<file path="src/rtl/adc_frame_pkg.sv">
// Shared definitions for the ADC sample framer: entry layout, frame byte
// layout and the serialiser state encoding.
package adc_frame_pkg;

  localparam int FRAME_BYTES = 3;
  localparam int SEQ_W       = 5;
  localparam int CH_W        = 3;
  localparam int SAMP_W      = 12;
  localparam int ENTRY_W     = SEQ_W + CH_W + SAMP_W;  // 20

  // Bit 7 marks the first byte of a frame; bit 6 of that byte is always 0.
  localparam int SYNC_BIT    = 7;
  localparam int HDR_BIT     = 6;

  // Field positions inside a buffered entry {seq, ch, data}
  localparam int DATA_LSB    = 0;
  localparam int CH_LSB      = SAMP_W;
  localparam int SEQ_LSB     = SAMP_W + CH_W;

  // One state per emitted byte plus IDLE; FRAME_BYTES states are non-idle.
  typedef enum logic [1:0] {
    ST_IDLE = 2'd0,
    ST_B0   = 2'd1,
    ST_B1   = 2'd2,
    ST_B2   = 2'd3
  } frame_state_t;

  function automatic logic [ENTRY_W-1:0] pack_entry(
    input logic [SEQ_W-1:0]  seq,
    input logic [CH_W-1:0]   ch,
    input logic [SAMP_W-1:0] data
  );
    return {seq, ch, data};
  endfunction

endpackage

</file>
<file path="src/rtl/sample_fifo.sv">
// Single-clock FIFO with a registered read port (rd_data updates on pop).
// Pointers carry an extra wrap bit so full and empty are distinguishable.
module sample_fifo #(
  parameter int WIDTH = 20,
  parameter int DEPTH = 16
) (
  input  logic                     clock,
  input  logic                     reset,
  input  logic                     wr_en,
  input  logic [WIDTH-1:0]         wr_data,
  input  logic                     rd_en,
  output logic [WIDTH-1:0]         rd_data,
  output logic                     full,
  output logic                     empty,
  output logic [$clog2(DEPTH):0]   level
);

  localparam int AW = $clog2(DEPTH);

  logic [WIDTH-1:0] mem [DEPTH];
  logic [AW:0]      wr_ptr;
  logic [AW:0]      rd_ptr;
  logic             do_wr;
  logic             do_rd;

  // A write while full is legal only when a pop frees the slot on the same edge.
  assign do_rd = rd_en & ~empty;
  assign do_wr = wr_en & (~full | do_rd);

  assign empty = (wr_ptr == rd_ptr);
  assign full  = (wr_ptr[AW] != rd_ptr[AW]) && (wr_ptr[AW-1:0] == rd_ptr[AW-1:0]);
  assign level = wr_ptr - rd_ptr;

  // Pointer state
  always_ff @(posedge clock or posedge reset) begin
    if (reset) begin
      wr_ptr <= '0;
      rd_ptr <= '0;
    end else begin
      if (do_wr) wr_ptr <= wr_ptr + 1'b1;
      if (do_rd) rd_ptr <= rd_ptr + 1'b1;
    end
  end

  // Storage and registered read; when full, the read sees the old slot contents
  always_ff @(posedge clock) begin
    if (do_wr) mem[wr_ptr[AW-1:0]] <= wr_data;
    if (do_rd) rd_data <= mem[rd_ptr[AW-1:0]];
  end

endmodule

</file>
<file path="src/rtl/adc_sample_framer.sv">
// Buffers ADC samples and serialises each into a 3-byte self-synchronising
// frame on a valid/ready byte stream. The FIFO read register doubles as the
// holding register for the frame currently being sent.
module adc_sample_framer
  import adc_frame_pkg::*;
#(
  parameter int FIFO_DEPTH = 16,
  parameter int CNT_W      = 16
) (
  input  logic                          clock,
  input  logic                          reset,
  input  logic                          enable,
  input  logic                          samp_ready,
  input  logic [SAMP_W-1:0]             samp_data,
  input  logic [CH_W-1:0]               samp_ch,
  output logic [7:0]                    tx_data,
  output logic                          tx_valid,
  input  logic                          tx_ready,
  input  logic                          clr_stats,
  output logic [$clog2(FIFO_DEPTH):0]   fifo_level,
  output logic [CNT_W-1:0]              overflow_cnt
);

  frame_state_t         state, state_nxt;
  logic [SEQ_W-1:0]     seq;
  logic                 strobe;
  logic                 pop;
  logic                 wr_en;
  logic                 fifo_full;
  logic                 fifo_empty;
  logic [ENTRY_W-1:0]   hold;
  logic [SAMP_W-1:0]    hold_data;
  logic [CH_W-1:0]      hold_ch;
  logic [SEQ_W-1:0]     hold_seq;

  function automatic logic [CNT_W-1:0] sat_inc(input logic [CNT_W-1:0] v);
    return (&v) ? v : v + {{(CNT_W-1){1'b0}}, 1'b1};
  endfunction

  assign strobe = samp_ready & enable;
  assign wr_en  = strobe & (~fifo_full | pop);

  assign hold_data = hold[DATA_LSB +: SAMP_W];
  assign hold_ch   = hold[CH_LSB   +: CH_W];
  assign hold_seq  = hold[SEQ_LSB  +: SEQ_W];

  assign tx_valid = (state != ST_IDLE);

  sample_fifo #(
    .WIDTH (ENTRY_W),
    .DEPTH (FIFO_DEPTH)
  ) u_fifo (
    .clock   (clock),
    .reset   (reset),
    .wr_en   (wr_en),
    .wr_data (pack_entry(seq, samp_ch, samp_data)),
    .rd_en   (pop),
    .rd_data (hold),
    .full    (fifo_full),
    .empty   (fifo_empty),
    .level   (fifo_level)
  );

  // Sequence tag advances on every enabled strobe, accepted or dropped
  always_ff @(posedge clock or posedge reset) begin
    if (reset)       seq <= '0;
    else if (strobe) seq <= seq + 1'b1;
  end

  // Saturating drop counter; a clear request overrides a coincident drop
  always_ff @(posedge clock or posedge reset) begin
    if (reset)                 overflow_cnt <= '0;
    else if (clr_stats)        overflow_cnt <= '0;
    else if (strobe && !wr_en) overflow_cnt <= sat_inc(overflow_cnt);
  end

  // Serialiser state register
  always_ff @(posedge clock or posedge reset) begin
    if (reset) state <= ST_IDLE;
    else       state <= state_nxt;
  end

  // Next state, pop request and byte mux
  always_comb begin
    state_nxt = state;
    pop       = 1'b0;
    tx_data   = '0;
    unique case (state)
      ST_IDLE: begin
        if (!fifo_empty) begin
          pop       = 1'b1;
          state_nxt = ST_B0;
        end
      end
      ST_B0: begin
        tx_data           = {1'b1, 1'b0, hold_ch, hold_data[11:9]};
        tx_data[SYNC_BIT] = 1'b1;
        tx_data[HDR_BIT]  = 1'b0;
        if (tx_ready) state_nxt = ST_B1;
      end
      ST_B1: begin
        tx_data = {1'b0, hold_data[8:2]};
        if (tx_ready) state_nxt = ST_B2;
      end
      ST_B2: begin
        tx_data = {1'b0, hold_data[1:0], hold_seq};
        if (tx_ready) begin
          if (!fifo_empty) begin
            pop       = 1'b1;
            state_nxt = ST_B0;
          end else begin
            state_nxt = ST_IDLE;
          end
        end
      end
      default: state_nxt = ST_IDLE;
    endcase
  end

endmodule

</file>
<file path="config.mk">
export PLATFORM = sky130hd
export DESIGN_NAME = adc_sample_framer
export DESIGN_NICKNAME = d
export VERILOG_FILES = /design/src/rtl/adc_frame_pkg.sv /design/src/rtl/sample_fifo.sv /design/src/rtl/adc_sample_framer.sv
export SDC_FILE = /design/constraint.sdc
export NUM_CORES = 1
export LEC_CHECK = 0
export CORE_ASPECT_RATIO = 0.8
export CORE_MARGIN = 2
export CORE_UTILIZATION = 57
export CTS_BUF_LIST = sky130_fd_sc_hd__clkbuf_4
export DETAILED_ROUTE_END_ITERATION = 12
export PLACE_DENSITY = 0.78
export SYNTH_ARGS = -nofsm -noshare
export SYNTH_HDL_FRONTEND = slang
export SYNTH_SLANG_ARGS = --single-unit
</file>
<file path="constraint.sdc">
create_clock -name clock -period 3.9 [get_ports clock]
set_input_delay 0.975 -clock clock [delete_from_list [all_inputs] [get_ports clock]]
set_output_delay 0.975 -clock clock [all_outputs]
set_load 0.1 [all_outputs]
</file>
# --- Yosys cells after proc, flatten, opt, wreduce, memory -nomap -nowiden ---
# Memory sizes are Yosys's and may differ from the RTL's. A register that Yosys moved wholly into a read port is not among the register bits.
# Cells that the tools add are included.
word_totals:
  register_bits: 33
  ramBits: 320
  inputBits: 21
  output_inout_bits: 30
  elab_cells: 54
  memories: 1
op_classes:
  add_sub_neg: 5
  n_eq_ne: 11
  n_mux: 15
  bitwise: 8
  reduce_logical: 9
mem_list:
  columns: ["memory", "depth", "width", "rd", "rd_clocked_by_memory_dff", "write_ports", "line", "text"]
  rows:
  - ["u_fifo.mem", 16, 20, 1, 1, 1, "sample_fifo.sv:20", "logic [WIDTH-1:0] mem [DEPTH];"]
op_table:
  columns: ["op", "n"]
  rows:
  - ["2-to-1 mux 16 bit", 3]
  - ["one-hot mux 8 bit (3 select lines)", 1]
  - ["adder 16 x 1 -> 16 bit, second input constant", 1]
  - ["AND reduction 16 bit", 1]
  - ["adder 5 x 1 -> 5 bit, second input constant", 3]
  - ["inequality test 2 bit, second input constant", 5]
  - ["2-to-1 mux 2 bit", 4]
  - ["one-hot mux 2 bit (4 select lines)", 1]
  - ["equality test 5 bit", 1]
  - ["2-to-1 mux 1 bit", 5]
  - ["subtractor 5 bit", 1]
  - ["bitwise AND 1 bit", 4]
  - ["equality test 2 bit, second input constant", 2]
  - ["equality test 4 bit", 1]
  - ["AND reduction 4 bit", 1]
  - ["nonzero test 2 bit", 2]
  - ["equality test 2 x 1 -> 1 bit, second input constant", 1]
  - ["logical AND 1 bit", 2]
  - ["zero test 2 bit", 1]
  - ["NOT 1 bit", 2]
  - ["OR 1 bit", 2]
  - ["one-hot mux 1 bit (2 select lines)", 1]
  - ["AND reduction 2 bit", 1]
  - ["zero test 1 bit", 1]
  - ["inequality test 1 bit", 1]

# --- Longest topological paths before layout ---
# Gate-level depths: netlist (run 1).
depth:
  depth_word: 10
  ltp_mapped: 11
  mapped_depth_nobuf: 7

# --- By module ---
# A second synthesis (run 1) with hierarchy kept.
hier_totals:
  cells_unflattened: 787
  hier_area_um2: 15085.7
by_module_without_submodules:
  columns: ["module", "instances", "cells_each", "area_per_inst_um2", "seq_area_each_um2"]
  rows:
  - ["sample_fifo", 1, 635, 13578.0, 10460.0]
  - ["adc_sample_framer", 1, 152, 1507.7, 575.6]

# --- Worst setup path before layout (run 1) ---
# Ideal clock, no wire load.
synth_timing:
  kind: "register to output"
  startpoint: "register u_fifo.rd_ptr[2]"
  endpoint: "output port fifo_level[4]"
  t_arrival_ps: 3211
  setup_slack_ps: -286
  path_stages_with_launch: 9
  path_buffers: 3
  path_cell_list: "dfrtp_1 -> buf_2 -> buf_1 -> inv_1 -> clkbuf_1 -> ha_1 -> a21o_1 -> a21oi_1 -> xnor2_1"
synth_via:
  elab_chain_len: 1
synth_rtl:
  columns: ["item", "line", "text"]
  rows:
  - ["start: declaration", "sample_fifo.sv:22", "logic [AW:0] rd_ptr;"]
  - ["start signal: assignment", "sample_fifo.sv:41", "if (do_rd) rd_ptr <= rd_ptr + 1'b1;"]
  - ["subtractor 5 bit", "sample_fifo.sv:32", "assign level = wr_ptr - rd_ptr;"]
  - ["end: declaration", "adc_sample_framer.sv:20", "output logic [$clog2(FIFO_DEPTH):0] fifo_level,"]
# Every way passes these cells.

# --- Worst setup path after layout (run 1) ---
layout_timing:
  startpoint: "register u_fifo.rd_ptr[1]"
  endpoint: "output port fifo_level[3]"
# Same word-level chain as after synthesis.

==> impl_metrics.ini, run 1 <==
[outcome]
status = finished clean

[cts]
cts_tree = done
ctsResizeCount = 0
cts.sinks = 373
ctsRootBufferMaster = clkbuf_4
clock_latency_ns = 0.71
cts_setup_buffers = 0
hold_buffers = 0
cts_made_buffers = 88
clock_tree.buffer_depth = 3
ctsHtreeMaxLevel = 3
clk_pin_slew_ns = 0.07

[sta]
rsz0062_at_grt = no
layout_min_cycle_time_ns = 3.72
worst_pin_slew_ns = 0.996
skew_ns = 0.0451
fin_crit_sh = 0.953
max_slew_margin = 0.336
report.final.slew_viol_count = 0
final_hold_viol_count = 0
fmax_mhz = 269
finalHoldWorstSlack_ns = 0.548
setup_viol = 0
finalSetupTns_ns = 0

[power]
p_int_uw = 8390
pwr-share-seq = 0.396
p_sw_uw = 5030
swShare = 0.375
pwr-share-clk = 0.230
leakagePower_uw = 0.00587
power_uw = 13400
peakVddDrop_mv = 1.38
power.combinational.fraction = 0.374
powerDensity_nw_per_um2 = 780

[routing]
highest_layer = met4
final_antenna_net_count = 0
first_pass_iters = 6
wl_met3_mm = 2.96
vias = 8287
met1Wirelength_mm = 14.0
wire_per_inst_um = 23.7
met2_length_mm = 14.9
vias_per_cell = 6.08
routed_wl_mm = 32.2
drt-initial-drc-count = 874
drc = 0

[global_routing]
grt_max_degree = 84
overflow = 0
grt_pass1_vias = 8332
antenna_found_initial = 1
track_usage = 0.244
grt_pass1_wl_mm = 48.7

[worst_setup_path]
crit_path_end_kind = output port
critical_path_class = flop to output port
cp.arrival_ns = 2.74
crit_buf_inv = 2
cp-startpoint = u_fifo.rd_ptr[1]$_DFFE_PP0P_
max_stage_delay_ns = 0.73
crit-reg2reg-launch = u_fifo.rd_ptr[1]$_DFFE_PP0P_
critical_path_required_ns = 2.92
crit_chain = inv_1 -> ha_1 -> a21o_1 -> a21oi_1 -> xnor2_2 -> buf_12
cpLargestDelayFamily = flip-flops
cp_max_fo = 22
startpoint_type = flop
worst_path_max_delay_cell = dfrtp_2

[synthesis]
syn_inst = 810
synth-simple-area-share = 0.0609
synth_compound_area_frac = 0.0309
synth_enable_flop_cells = 340
yosys-mux-area-fraction = 0.125
synth_seq_area_share = 0.739
ys_ff_latch = 373
synth_cell_type_count = 46
synth_xor_xnor_area_share = 0.00998
synth_ff_type = edfxtp_1
syn-num-nets = 849
synthAdderAreaFrac = 0.0156
synth_area_per_cell_sq_um = 18.4
synth_top_family_by_area = multiplexers
async_flop_share = 0.0885
ys_warn_count = 0
syn_area_sq_um = 14900

[placement]
dpl.hpwl_mm = 19.4
gp_congestion = 0.799
io_buffer_count = 50
dpl_cell_area_sq_um = 16100

[floorplanning]
start_util = 0.585
die_w_um = 185
core_area_sq_um = 25500
dieArea_sq_um = 27500
num_rows = 52
die_h_um = 149
io_pins = 51

[final_layout]
area_growth_syn_to_layout_pct = 15.2
drive_gt1_frac = 0.295
final_common_cell = edfxtp_1
fin_area_sq_um = 17200
post-route-util = 0.674
layout_common_cells = edfxtp_1, clkbuf_4, nand2_1
nets = 983

[job]
maxCapViolations = 0

[min_path]
min_from = u_fifo.wr_ptr[4]$_DFFE_PP0P_
hold_path_class = flop to flop
-- Yosys cell counts, types with 2 or more instances --
| library cell | count | area, sq um |
|---|---|---|
| a21o_1 | 2 | 15.0 |
| a21oi_1 | 15 | 75.1 |
| a222oi_1 | 6 | 60.1 |
| a31oi_1 | 20 | 125 |
| and3_1 | 23 | 144 |
| and4_1 | 2 | 17.5 |
| buf_1 | 7 | 26.3 |
| buf_2 | 7 | 35.0 |
| buf_4 | 8 | 60.1 |
| clkbuf_1 | 22 | 82.6 |
| dfrtp_1 | 33 | 826 |
| edfxtp_1 | 340 | 10200 |
| ha_1 | 17 | 213 |
| inv_1 | 17 | 63.8 |
| mux2_1 | 2 | 22.5 |
| mux2_2 | 3 | 33.8 |
| mux4_2 | 80 | 1800 |
| nand2_1 | 89 | 334 |
| nand2b_1 | 4 | 25.0 |
| nand3_1 | 12 | 60.1 |
| nand4_1 | 12 | 75.1 |
| nor2_1 | 21 | 78.8 |
| nor2b_1 | 2 | 12.5 |
| nor3_1 | 5 | 25.0 |
| nor4_1 | 3 | 18.8 |
| o21ai_0 | 3 | 15.0 |
| o31ai_1 | 11 | 82.6 |
| or4_1 | 11 | 82.6 |
| xnor2_1 | 14 | 123 |
| xor2_1 | 3 | 26.3 |
-- final timing paths --
kind                                                      to  slack, ns  depth (start not counted)
worst max register to register  overflow_cnt[15]$_DFFE_PP0P_       0.88                          6
min in group asynchronous       u_fifo.wr_ptr[2]$_DFFE_PP0P_       0.70                          2
worst min-delay path            u_fifo.wr_ptr[4]$_DFFE_PP0P_       0.55                          1
worst max-delay path                           fifo_level[3]       0.18                          6
worst min register to register  u_fifo.wr_ptr[4]$_DFFE_PP0P_       0.55                          1
max in group asynchronous        overflow_cnt[0]$_DFFE_PP0P_       2.51                          3
-- routing by layer --
metal,global-route usage,vias up
met5,0,-
met4,0.0671,0
met3,0.0632,39
met2,0.358,401
met1,0.372,4260
li1,-,3587
-- sequential cells by signal, summed over array words and instances, names as in the netlist --
signal / cells
overflow_cnt: 16
u_fifo.rd_ptr: 5
u_fifo.rd_data: 20
seq: 5
state: 2
u_fifo.wr_ptr: 5
u_fifo.mem: 320
-- per-stage QoR --
stage               setup WS (ns)  std cells
CTS                         0.118       1360
global route               0.0458       1362
finish                      0.184       1362
global placement            0.747       1205
floorplan                -0.00647        810
detailed placement          0.701       1205
-- worst reg2reg max path: cells and delay by family, from the launching register on --
kind            cells  cell delay [ns]
mux                 1             0.35
flops               1             0.73
fa+ha+maj           1             0.36
buf+inv             1             0.16
compound gates      1             0.53
simple gates        2             0.77
-- cell families (layout without fill, tap and decap cells) --
kind of cell / count (synthesis) / in the layout
multiplexers: 86 / 86
other: 0 / 2
AND/OR/NAND/NOR: 188 / 188
AO/OA/AOI/OAI: 67 / 67
buffers and inverters: 61 / 260
XOR/XNOR: 17 / 17
adder cells (fa/ha/maj): 18 / 18
flip-flops: 373 / 373
-- final cells by class --
type	count	area, sq um
Fill cell	1691	8310
Clock buffer	131	983
Antenna cell	2	5.00
Sequential cell	373	11000
Timing Repair Buffer	88	813
Multi-Input combinational cell	376	3710
Inverter	17	63.8
Tap cell	351	439
Clock inverter	24	134
-- power groups by stage --
| stage | Clock [uW] | Combinational (uW) | Sequential [uW] |
|---|---|---|---|
| 2_1_floorplan | 0 | 3600 | 5210 |
| 3_3_place_gp | 0 | 4980 | 5370 |
| 3_5_place_dp | 0 | 5020 | 5400 |
| 4_1_cts | 3150 | 5040 | 5310 |
| 5_1_grt | 3350 | 5320 | 5350 |
| 6_report | 3090 | 5020 | 5310 |
(Power assumes the default switching activity.)
==> run 2: changes to the inputs <==
--- a/config.mk
+++ b/config.mk
@@ -9,6 +9,7 @@
 export CORE_MARGIN = 2
 export CORE_UTILIZATION = 57
 export CTS_BUF_LIST = sky130_fd_sc_hd__clkbuf_4
+export CTS_CLUSTER_DIAMETER = 40
 export DETAILED_ROUTE_END_ITERATION = 12
 export PLACE_DENSITY = 0.78
 export SYNTH_ARGS = -nofsm -noshare
==> results of run 2 <==
Final layout, timing and power as in run 1 (identical DEF).
